$ cat config.mk
export PLATFORM = sky130hd
export DESIGN_NAME = ahfp_acc
export DESIGN_NICKNAME = d
export VERILOG_FILES = /design/src/rtl/ahfp_pkg.sv /design/src/rtl/ahfp_align.sv /design/src/rtl/ahfp_acc.sv
export SDC_FILE = /design/constraint.sdc
export NUM_CORES = 1
export LEC_CHECK = 0
export ABC_AREA = 1
export CAP_MARGIN = 15
export CORE_MARGIN = 1
export CORE_UTILIZATION = 56
export CTS_CLUSTER_DIAMETER = 60
export CTS_CLUSTER_SIZE = 10
export DETAILED_ROUTE_END_ITERATION = 8
export PLACE_DENSITY = 0.78
export SETUP_SLACK_MARGIN = 0.15
export SYNTH_ARGS = -nofsm -noshare
export SYNTH_HDL_FRONTEND = slang
export SYNTH_SLANG_ARGS = --single-unit
$ cat constraint.sdc
create_clock -name clk -period 5.65 [get_ports clk]
set_clock_uncertainty 0.2 [all_clocks]
set_input_delay 1.13 -clock clk [delete_from_list [all_inputs] [get_ports clk]]
set_output_delay 1.13 -clock clk [all_outputs]
set_load 0.01 [all_outputs]
$ cat src/rtl/ahfp_pkg.sv
// Shared constants, opcodes and FSM states for the ahfp_acc
// floating-point accumulator.
package ahfp_pkg;

    localparam int SIGN_W = 1;
    localparam int EXP_W  = 8;
    localparam int FRAC_W = 23;
    localparam int MANT_W = FRAC_W + 1;
    localparam int WORD_W = SIGN_W + EXP_W + FRAC_W;

    localparam int BIAS = 127;

    localparam logic [1:0] OP_ACC  = 2'd0;
    localparam logic [1:0] OP_CLR  = 2'd1;
    localparam logic [1:0] OP_READ = 2'd2;

    typedef enum logic [2:0] {
        S_IDLE,
        S_ALIGN,
        S_ADD,
        S_NORM,
        S_DONE
    } state_e;

    // Largest finite magnitude, sign bit excluded
    localparam logic [WORD_W-2:0] SAT_MAG = 31'h7F7F_FFFF;

endpackage

$ cat src/rtl/ahfp_align.sv
// Truncating right shifter for mantissa alignment; shifts of
// MANT_W or more yield zero.
module ahfp_align
    import ahfp_pkg::*;
(
    input  logic [MANT_W-1:0] mant_i,
    input  logic [EXP_W-1:0]  shamt_i,
    output logic [MANT_W-1:0] mant_o
);

    always_comb begin
        mant_o = '0;
        if (shamt_i < EXP_W'(MANT_W)) begin
            mant_o = mant_i >> shamt_i;
        end
    end

endmodule

$ cat src/rtl/ahfp_acc.sv
// Multi-cycle single-precision accumulator, Nios II custom-instruction
// handshake. Define AHFP_ACC_SAT_EN to saturate on exponent overflow.
module ahfp_acc #(
    parameter int BIAS = ahfp_pkg::BIAS
) (
    input  logic        clk,
    input  logic        reset,
    input  logic        clk_en,
    input  logic        start,
    input  logic [1:0]  n,
    input  logic [31:0] dataa,
    output logic [31:0] result,
    output logic        done
);

    import ahfp_pkg::*;

`ifdef AHFP_ACC_SAT_EN
    localparam bit SAT_EN = 1'b1;
`else
    localparam bit SAT_EN = 1'b0;
`endif

    localparam logic [EXP_W-1:0] SAT_EXP = EXP_W'(2 * BIAS);
    localparam logic [WORD_W-2:0] SAT_L = {SAT_EXP, {FRAC_W{1'b1}}};

    state_e state_q, state_d;

    logic [WORD_W-1:0] acc_q, acc_d;
    logic [WORD_W-1:0] result_q, result_d;
    logic              done_q, done_d;
    logic [WORD_W-1:0] opd_q, opd_d;

    logic              sgn_q, sgn_d;
    logic [EXP_W-1:0]  exp_q, exp_d;
    logic [MANT_W:0]   mant_q, mant_d;
    logic              bsgn_q, bsgn_d;
    logic [MANT_W-1:0] bmant_q, bmant_d;
    logic              ovf_q, ovf_d;

    logic              a_zero, b_zero, a_big;
    logic [WORD_W-1:0] big_w, sml_w, oth_w;
    logic [EXP_W-1:0]  shamt;
    logic [MANT_W-1:0] sml_sh;
    logic [MANT_W:0]   sum;
    logic [WORD_W-1:0] fin;
    logic              finish;

    assign a_zero = (acc_q[30:23] == '0);
    assign b_zero = (opd_q[30:23] == '0);
    assign a_big  = (acc_q[30:23] >= opd_q[30:23]);
    assign big_w  = a_big ? acc_q : opd_q;
    assign sml_w  = a_big ? opd_q : acc_q;
    assign oth_w  = a_zero ? opd_q : acc_q;
    assign shamt  = big_w[30:23] - sml_w[30:23];
    assign sum    = mant_q + {1'b0, bmant_q};

    ahfp_align u_align (
        .mant_i  ({1'b1, sml_w[22:0]}),
        .shamt_i (shamt),
        .mant_o  (sml_sh)
    );

    always_comb begin
        state_d  = state_q;
        acc_d    = acc_q;
        result_d = result_q;
        done_d   = 1'b0;
        opd_d    = opd_q;
        sgn_d    = sgn_q;
        exp_d    = exp_q;
        mant_d   = mant_q;
        bsgn_d   = bsgn_q;
        bmant_d  = bmant_q;
        ovf_d    = ovf_q;
        fin      = '0;
        finish   = 1'b0;

        unique case (state_q)
            S_IDLE: begin
                if (start) begin
                    unique case (1'b1)
                        (n == OP_ACC): begin
                            opd_d   = dataa;
                            state_d = S_ALIGN;
                        end
                        (n == OP_CLR): begin
                            acc_d    = '0;
                            result_d = '0;
                            done_d   = 1'b1;
                            state_d  = S_DONE;
                        end
                        default: begin
                            result_d = acc_q;
                            done_d   = 1'b1;
                            state_d  = S_DONE;
                        end
                    endcase
                end
            end
            S_ALIGN: begin
                ovf_d = 1'b0;
                if (a_zero || b_zero) begin
                    // Zero operand: pass the other value straight to NORM
                    sgn_d   = oth_w[31];
                    exp_d   = oth_w[30:23];
                    mant_d  = (oth_w[30:23] == '0) ? '0
                            : {2'b01, oth_w[22:0]};
                    state_d = S_NORM;
                end else begin
                    sgn_d   = big_w[31];
                    exp_d   = big_w[30:23];
                    mant_d  = {2'b01, big_w[22:0]};
                    bsgn_d  = sml_w[31];
                    bmant_d = sml_sh;
                    state_d = S_ADD;
                end
            end
            S_ADD: begin
                state_d = S_NORM;
                if (sgn_q == bsgn_q) begin
                    mant_d = sum;
                    if (sum[MANT_W]) begin
                        mant_d = sum >> 1;
                        exp_d  = exp_q + 1'b1;
                        ovf_d  = (exp_q == 8'hFE);
                    end
                end else if (mant_q[23:0] >= bmant_q) begin
                    mant_d = {1'b0, mant_q[23:0] - bmant_q};
                end else begin
                    mant_d = {1'b0, bmant_q - mant_q[23:0]};
                    sgn_d  = bsgn_q;
                end
            end
            S_NORM: begin
                if (mant_q == '0) begin
                    finish = 1'b1;
                end else if (mant_q[23]) begin
                    finish = 1'b1;
                    fin    = (SAT_EN && ovf_q) ? {sgn_q, SAT_L}
                           : {sgn_q, exp_q, mant_q[22:0]};
                end else begin
                    mant_d = {mant_q[MANT_W-1:0], 1'b0};
                    exp_d  = exp_q - 1'b1;
                    // Exponent underflow flushes to +0
                    finish = (exp_q == 8'd1);
                end
            end
            S_DONE: begin
                state_d = S_IDLE;
            end
            default: begin
                state_d = S_IDLE;
            end
        endcase

        if (finish) begin
            acc_d    = fin;
            result_d = fin;
            done_d   = 1'b1;
            state_d  = S_DONE;
        end
    end

    always_ff @(posedge clk or posedge reset) begin
        if (reset) begin
            state_q  <= S_IDLE;
            acc_q    <= '0;
            result_q <= '0;
            done_q   <= 1'b0;
            opd_q    <= '0;
            sgn_q    <= 1'b0;
            exp_q    <= '0;
            mant_q   <= '0;
            bsgn_q   <= 1'b0;
            bmant_q  <= '0;
            ovf_q    <= 1'b0;
        end else if (clk_en) begin
            state_q  <= state_d;
            acc_q    <= acc_d;
            result_q <= result_d;
            done_q   <= done_d;
            opd_q    <= opd_d;
            sgn_q    <= sgn_d;
            exp_q    <= exp_d;
            mant_q   <= mant_d;
            bsgn_q   <= bsgn_d;
            bmant_q  <= bmant_d;
            ovf_q    <= ovf_d;
        end
    end

    assign result = result_q;
    assign done   = done_q;

endmodule

Word-level counts from Yosys, hierarchy flattened:

Index checks and enable logic that the tools add are counted.

* bitwise operators: 1
* add/sub/neg operators: 6
* multiplexer cells: 45
* shifts and indexed selects: 1
* reductions and logical operators: 21
* magnitude comparators: 3
* eq/ne operators: 15

Operator list (number)
* 2-to-1 mux 32 bit: 13
* 2-to-1 mux 24 bit: 5
* 2-to-1 mux 25 bit: 3
* one-hot mux 25 bit (3 select lines): 1
* one-hot mux 32 bit (2 select lines): 1
* subtractor 24 bit: 2
* 2-to-1 mux 8 bit: 5
* adder 25 x 24 -> 25 bit: 1
* zero test 25 bit: 1
* >= comparator 24 bit: 1
* zero test 8 bit: 3
* one-hot mux 8 bit (3 select lines): 1
* >> shifter 24 x 8 -> 24 bit: 1
* AND reduction 4 bit: 5
* inequality test 2 bit (second input constant): 8
* one-hot mux 3 bit (4 select lines): 1
* 2-to-1 mux 1 bit: 11
* 2-to-1 mux 3 bit: 3
* AND reduction 3 bit: 3
* adder 8 x 1 -> 8 bit (second input constant): 1
* == test 8 x 1 -> 1 bit (second input constant): 1
* >= comparator 8 bit: 1
* < comparator 8 x 5 -> 1 bit (second input constant): 1
* nonzero test 2 bit: 4
* other kinds (14): 15

* flip-flop bits (word level): 159
* output and inout port bits: 33
* logic and storage cells: 103
* input bits: 38

Logic depth before layout (Yosys ltp):

* word-level depth: 6
* mapped depth: 30

Hierarchy:

From an unflattened synthesis, not the netlist that was laid out.

* cell total of the unflattened synthesis: 2634
* area, all modules: 16128.0 µm²

By module, submodules not included
* ahfp_acc: instances 1, cells each 2352, area each 14780.4 µm², seq. area each 3953.8 µm²
* ahfp_align: instances 1, cells each 282, area each 1347.5 µm², seq. area each 0.0 µm²

Worst setup path before layout:

OpenSTA, ideal clock, no wires.

* path kind: reg-to-reg
* from: reg acc_q[29]
* to: reg bmant_q[14]
* arrival time: 3.009 ns
* path slack: 2.357 ns
* stages on the path, launching flop included: 20
* clock period less this slack: 3.293 ns
* required time: 5.367 ns
* library setup time: 0.083 ns
* path through: dfrtp_1 -> ha_1 -> nand2_2 -> a21oi_1 -> nor2_4 -> nand3_4 -> nand2_1 -> nand3_1 -> ha_1 -> inv_1 -> nand2_2 -> nand2_2 -> nand3_4 -> xnor2_4 -> inv_2 -> a211oi_4 -> nand3_4 -> clkinv_4 -> o211ai_1 -> o21ai_0

* longest elaborated chain between the ends: 5

Ends and longest elaborated chain
* start: declaration: line ahfp_acc.sv:29 `logic [WORD_W-1:0] acc_q, acc_d;`
* start signal: assignment: line ahfp_acc.sv:168 `acc_q <= '0;`
* start signal: assignment: line ahfp_acc.sv:180 `acc_q <= acc_d;`
* >= comparator 8 bit: line ahfp_acc.sv:51 `assign a_big = (acc_q[30:23] >= opd_q[30:23]);`
* 2-to-1 mux 32 bit, on equally long branches: line ahfp_acc.sv:52, ahfp_acc.sv:53
* subtractor 8 bit: line ahfp_acc.sv:55 `assign shamt = big_w[30:23] - sml_w[30:23];`
* >> shifter 24 x 8 -> 24 bit / < comparator 8 x 5 -> 1 bit (equally long branches): line ahfp_align.sv:14, ahfp_align.sv:13
* 2-to-1 mux 24 bit: line ahfp_align.sv:13 `if (shamt_i < EXP_W'(MANT_W)) begin`
* end signal: assignment: line ahfp_acc.sv:188 `bmant_q <= bmant_d;`
* end: declaration: line ahfp_acc.sv:38 `logic [MANT_W-1:0] bmant_q, bmant_d;`

Several ways; a longest one is shown, not always the timed one.
A chain may end at the register's enable or synchronous reset.

Final worst setup path:

* from: reg acc_q[23]
* to: reg bmant_q[5]

The elaborated chain is that of the path after synthesis.

==> out/metrics.sh <==
RUN_STATUS='finished clean'
ROUTE.FINAL.WIRE_LENGTH_UM=52270
IOPINCOUNT=71
AREA_TAKEN_BY_FLIP_FLOPS_AND_LATCHES_UM2=3954
CLOCKROOTBUFFER='clkbuf_16'
PLACE_HPWL_UM=40220
WORSTMARGINPINSLEW_NS=0.9627
POSTCTSRESIZEDCELLS=0
RSZ_0062_RAISED_AFTER_GLOBAL_ROUTING='no'
NUMBER_OF_ITERATIONS_IN_THE_FIRST_DETAILED_ROUTING_PASS=7
SYNTHESIS.NETS=2132
PRECTSSETUPSLACK_NS=1.278
YOSYSSEQAREASHARE_PCT=28.77
DRT-VIAS-PER-INSTANCE=6.364
NETLIST_TOP_CELLS_COUNT='nand2_1 (395), o21ai_0 (237), inv_1 (225)'
TIMING.FMAX_GHz=0.2209
FINAL-HOLD-VIOLATION-COUNT=0
GRT_ANTENNA_BEFORE_REPAIR=0
POSTSYNTH.ASYNCRESETSHARE_PCT=100.0
SYNTH_TOP_CELL_AREA_SHARE_PCT=28.77
TIMING.FINAL.WS_SETUP_NS=1.122
POSTSYNTHCELLCOUNT=2008
GRT_PASS1_WL_UM=78480
CRITICAL_PATH_ARRIVAL_NS=4.72
CTSHTREEMAXLEVEL=4
CTS.REPORTEDPATHS.CLKPINSLEW_NS=0.08
SYNTH.AREA.TOP_CELLS='dfrtp_1 (29%), nand2_1 (11%), o21ai_0 (8.6%), nand3_1 (7.9%), ha_1 (7.6%)'
CTS-ROOT-TO-SINK-BUFFERS=2
POST-CTS-SETUP-BUFFER-COUNT=0
NUMPORTBUFFERS=70
SYNTHESIS_STAGE_REGISTER_BIT_COUNT=158
YOSYS.CELL_COUNT.TOP_TYPE='nand2_1'
WORSTSKEWPAIRLATENCY_NS=0.45
YOSYS.CELL_TYPES.COUNT=59
YOSYS.AREA.TOP_TYPE='dfrtp_1'
TRITONCTS='built'
POSTLAYOUTCELLAREA_UM2=15250
DIE_W_UM=158.7
PATH_MAX_FANOUT=47
WORST-SETUP-PATH-TYPE='flop to flop'
POST_ROUTE_CELLS_DRIVE_ABOVE_1_SHARE_PCT=6.781
FINALCRITPERIODSHARE_PCT=80.14
VIAS=14980
CTS_BUFFERS=17
CPPEAKSTAGEDELAY_NS=0.41
HP_CLASS='flop to flop'
SYNTH_ENABLE_FLOP_CELLS=0
DIE_HEIGHT_UM=158.7
FLOORPLAN.INITIALDENSITY_PCT=57.85
NETLIST_AREA_UM2=13740
SYN-MEAN-INSTANCE-AREA_UM2=6.844
SLEW_VIOL_FINAL=0
YS_DOMINANT_REG_CELL='dfrtp_1'
CP_DATA_REQUIRED_TIME_NS=5.85
GRTUSAGETOTAL_PCT=42.25
PLACEDINSTANCEAREA_UM2=14630
ROW_COUNT=56
SETUP_VIOL_COUNT_FINAL=0
MAXIMUM_NUMBER_OF_PINS_ON_ONE_NET_BEFORE_GLOBAL_ROUTE_REPAIR=159
YOSYSWARNINGCOUNT=0
TIMING.FINAL.CRIT_PERIOD_NS=4.528
FILLER_CELL_COUNT=2199
TNS_NS=0
GP_CONGESTION=1.025
SYNTHTOLAYOUTAREAGROWTH_PCT=11.00
FINAL_ANTENNA_NET_COUNT=0
GRT-OVFL-TOTAL=0
CORE_OUTLINE_AREA_UM2=23750
CRITICAL_PATH.SLOWEST_CELL='dfrtp_1'
DETAIL_ROUTE.DRC_VIOLATIONS=0
AVGROUTEDWIREPERCELL_UM=22.21
TIMING.MAX_SLEW.REL_SLACK_PCT=35.75
MULTIINPUTGATEAREA_UM2=8481
FINAL_NETS=2146
TIMING.CRITICAL_PATH.MODE_CELL='nand2_1'
TIMING.CRITICAL_PATH.FROM_TYPE='flop'
CTS-HOLD-FIX-BUFFERS=0
DIEAREA_UM2=25170
DRT_FIRST_ITER_VIOLATIONS=2286
FIRST_GLOBAL_VIAS=13570
NUMCLOCKSINKS=158
HOLD_WS_NS=0.2889
CRITPATHCAPTURETYPE='flop'
TIMING.MAX_CAP.VIOLATIONS=0
ANTENNA_DIODE_COUNT=0
[registers in the layout (all words and copies together), names as in the netlist]
| name | count |
|---|---|
| sgn_q | 1 |
| done | 1 |
| mant_q | 24 |
| state_q | 3 |
| bsgn_q | 1 |
| opd_q | 32 |
| result | 32 |
| acc_q | 32 |
| exp_q | 8 |
| bmant_q | 24 |
[cell families after synthesis]
logic type / share of synthesized area [%]
AO/OA/AOI/OAI: 22.15
XOR/XNOR: 1.657
adder cells (fa/ha/maj): 7.994
buffers and inverters: 9.651
flip-flops: 28.77
multiplexers: 2.695
AND/OR/NAND/NOR: 27.08
[metrics by stage]
step,util (%),std cells
floorplan,-,2008
global placement,61.57,2321
detailed placement,61.57,2321
CTS,64.19,2353
global route,64.22,2354
finish,64.22,2354
[layer usage]
metal	GRT usage [%]	up-vias	wire, µm
met4	17.22	0	2222
li1	-	6878	-
met5	0	-	0
met1	58.20	7013	21680
met3	13.55	151	6914
met2	60.67	938	21460
[worst max-delay path: cells and delay by family, from the launching register on]
kind	cells	cell delay, ns
AND/OR/NAND/NOR	20	2.53
buffers and inverters	4	0.87
flip-flops	1	0.41
adder cells (fa/ha/maj)	1	0.29
AO/OA/AOI/OAI	1	0.13
[final timing paths]
check / from / end / slack [ns] / depth (start not counted)
hold / removal: result[10]$_DFFE_PP0P_ / result[10]$_DFFE_PP0P_ / 0.29 / 2
setup reg to reg: acc_q[23]$_DFFE_PP0P_ / bmant_q[5]$_DFFE_PP0P_ / 1.12 / 26
max in group asynchronous: reset / opd_q[10]$_DFFE_PP0P_ / 3.47 / 3
min in group asynchronous: reset / exp_q[3]$_DFFE_PP0P_ / 1.02 / 3
setup / recovery: acc_q[23]$_DFFE_PP0P_ / bmant_q[5]$_DFFE_PP0P_ / 1.12 / 26
hold reg to reg: result[10]$_DFFE_PP0P_ / result[10]$_DFFE_PP0P_ / 0.29 / 2
[layout by cell type, fill, tap and decap left out, types with 7 or more instances in the layout]
cell type and count:
buf_4 26, nand4_1 38, o22ai_1 13, clkbuf_16 17
a22oi_1 27, nor3_1 14, xor2_1 15, o21ai_0 237
a31oi_1 31, o221ai_1 16, nand2_1 395, nand2_2 9
nand3_1 216, a21oi_1 155, dfrtp_1 158, ha_1 83
a21o_1 8, nor2_1 133, mux2_2 32, o21a_1 7
o211ai_1 10, clkdlybuf4s50_1 70, inv_1 224
[final cells by class]
cell class | count | area share [%]
Timing Repair Buffer | 97 | 6.004
Sequential cell | 158 | 25.92
Inverter | 233 | 5.791
Clock buffer | 17 | 2.789
Tap cell | 319 | 2.617
Clock inverter | 15 | 1.280
Multi-Input combinational cell | 1515 | 55.60
Power is not shown: default switching activity piles up to over one toggle a cycle in this logic, so the estimate is an artifact.
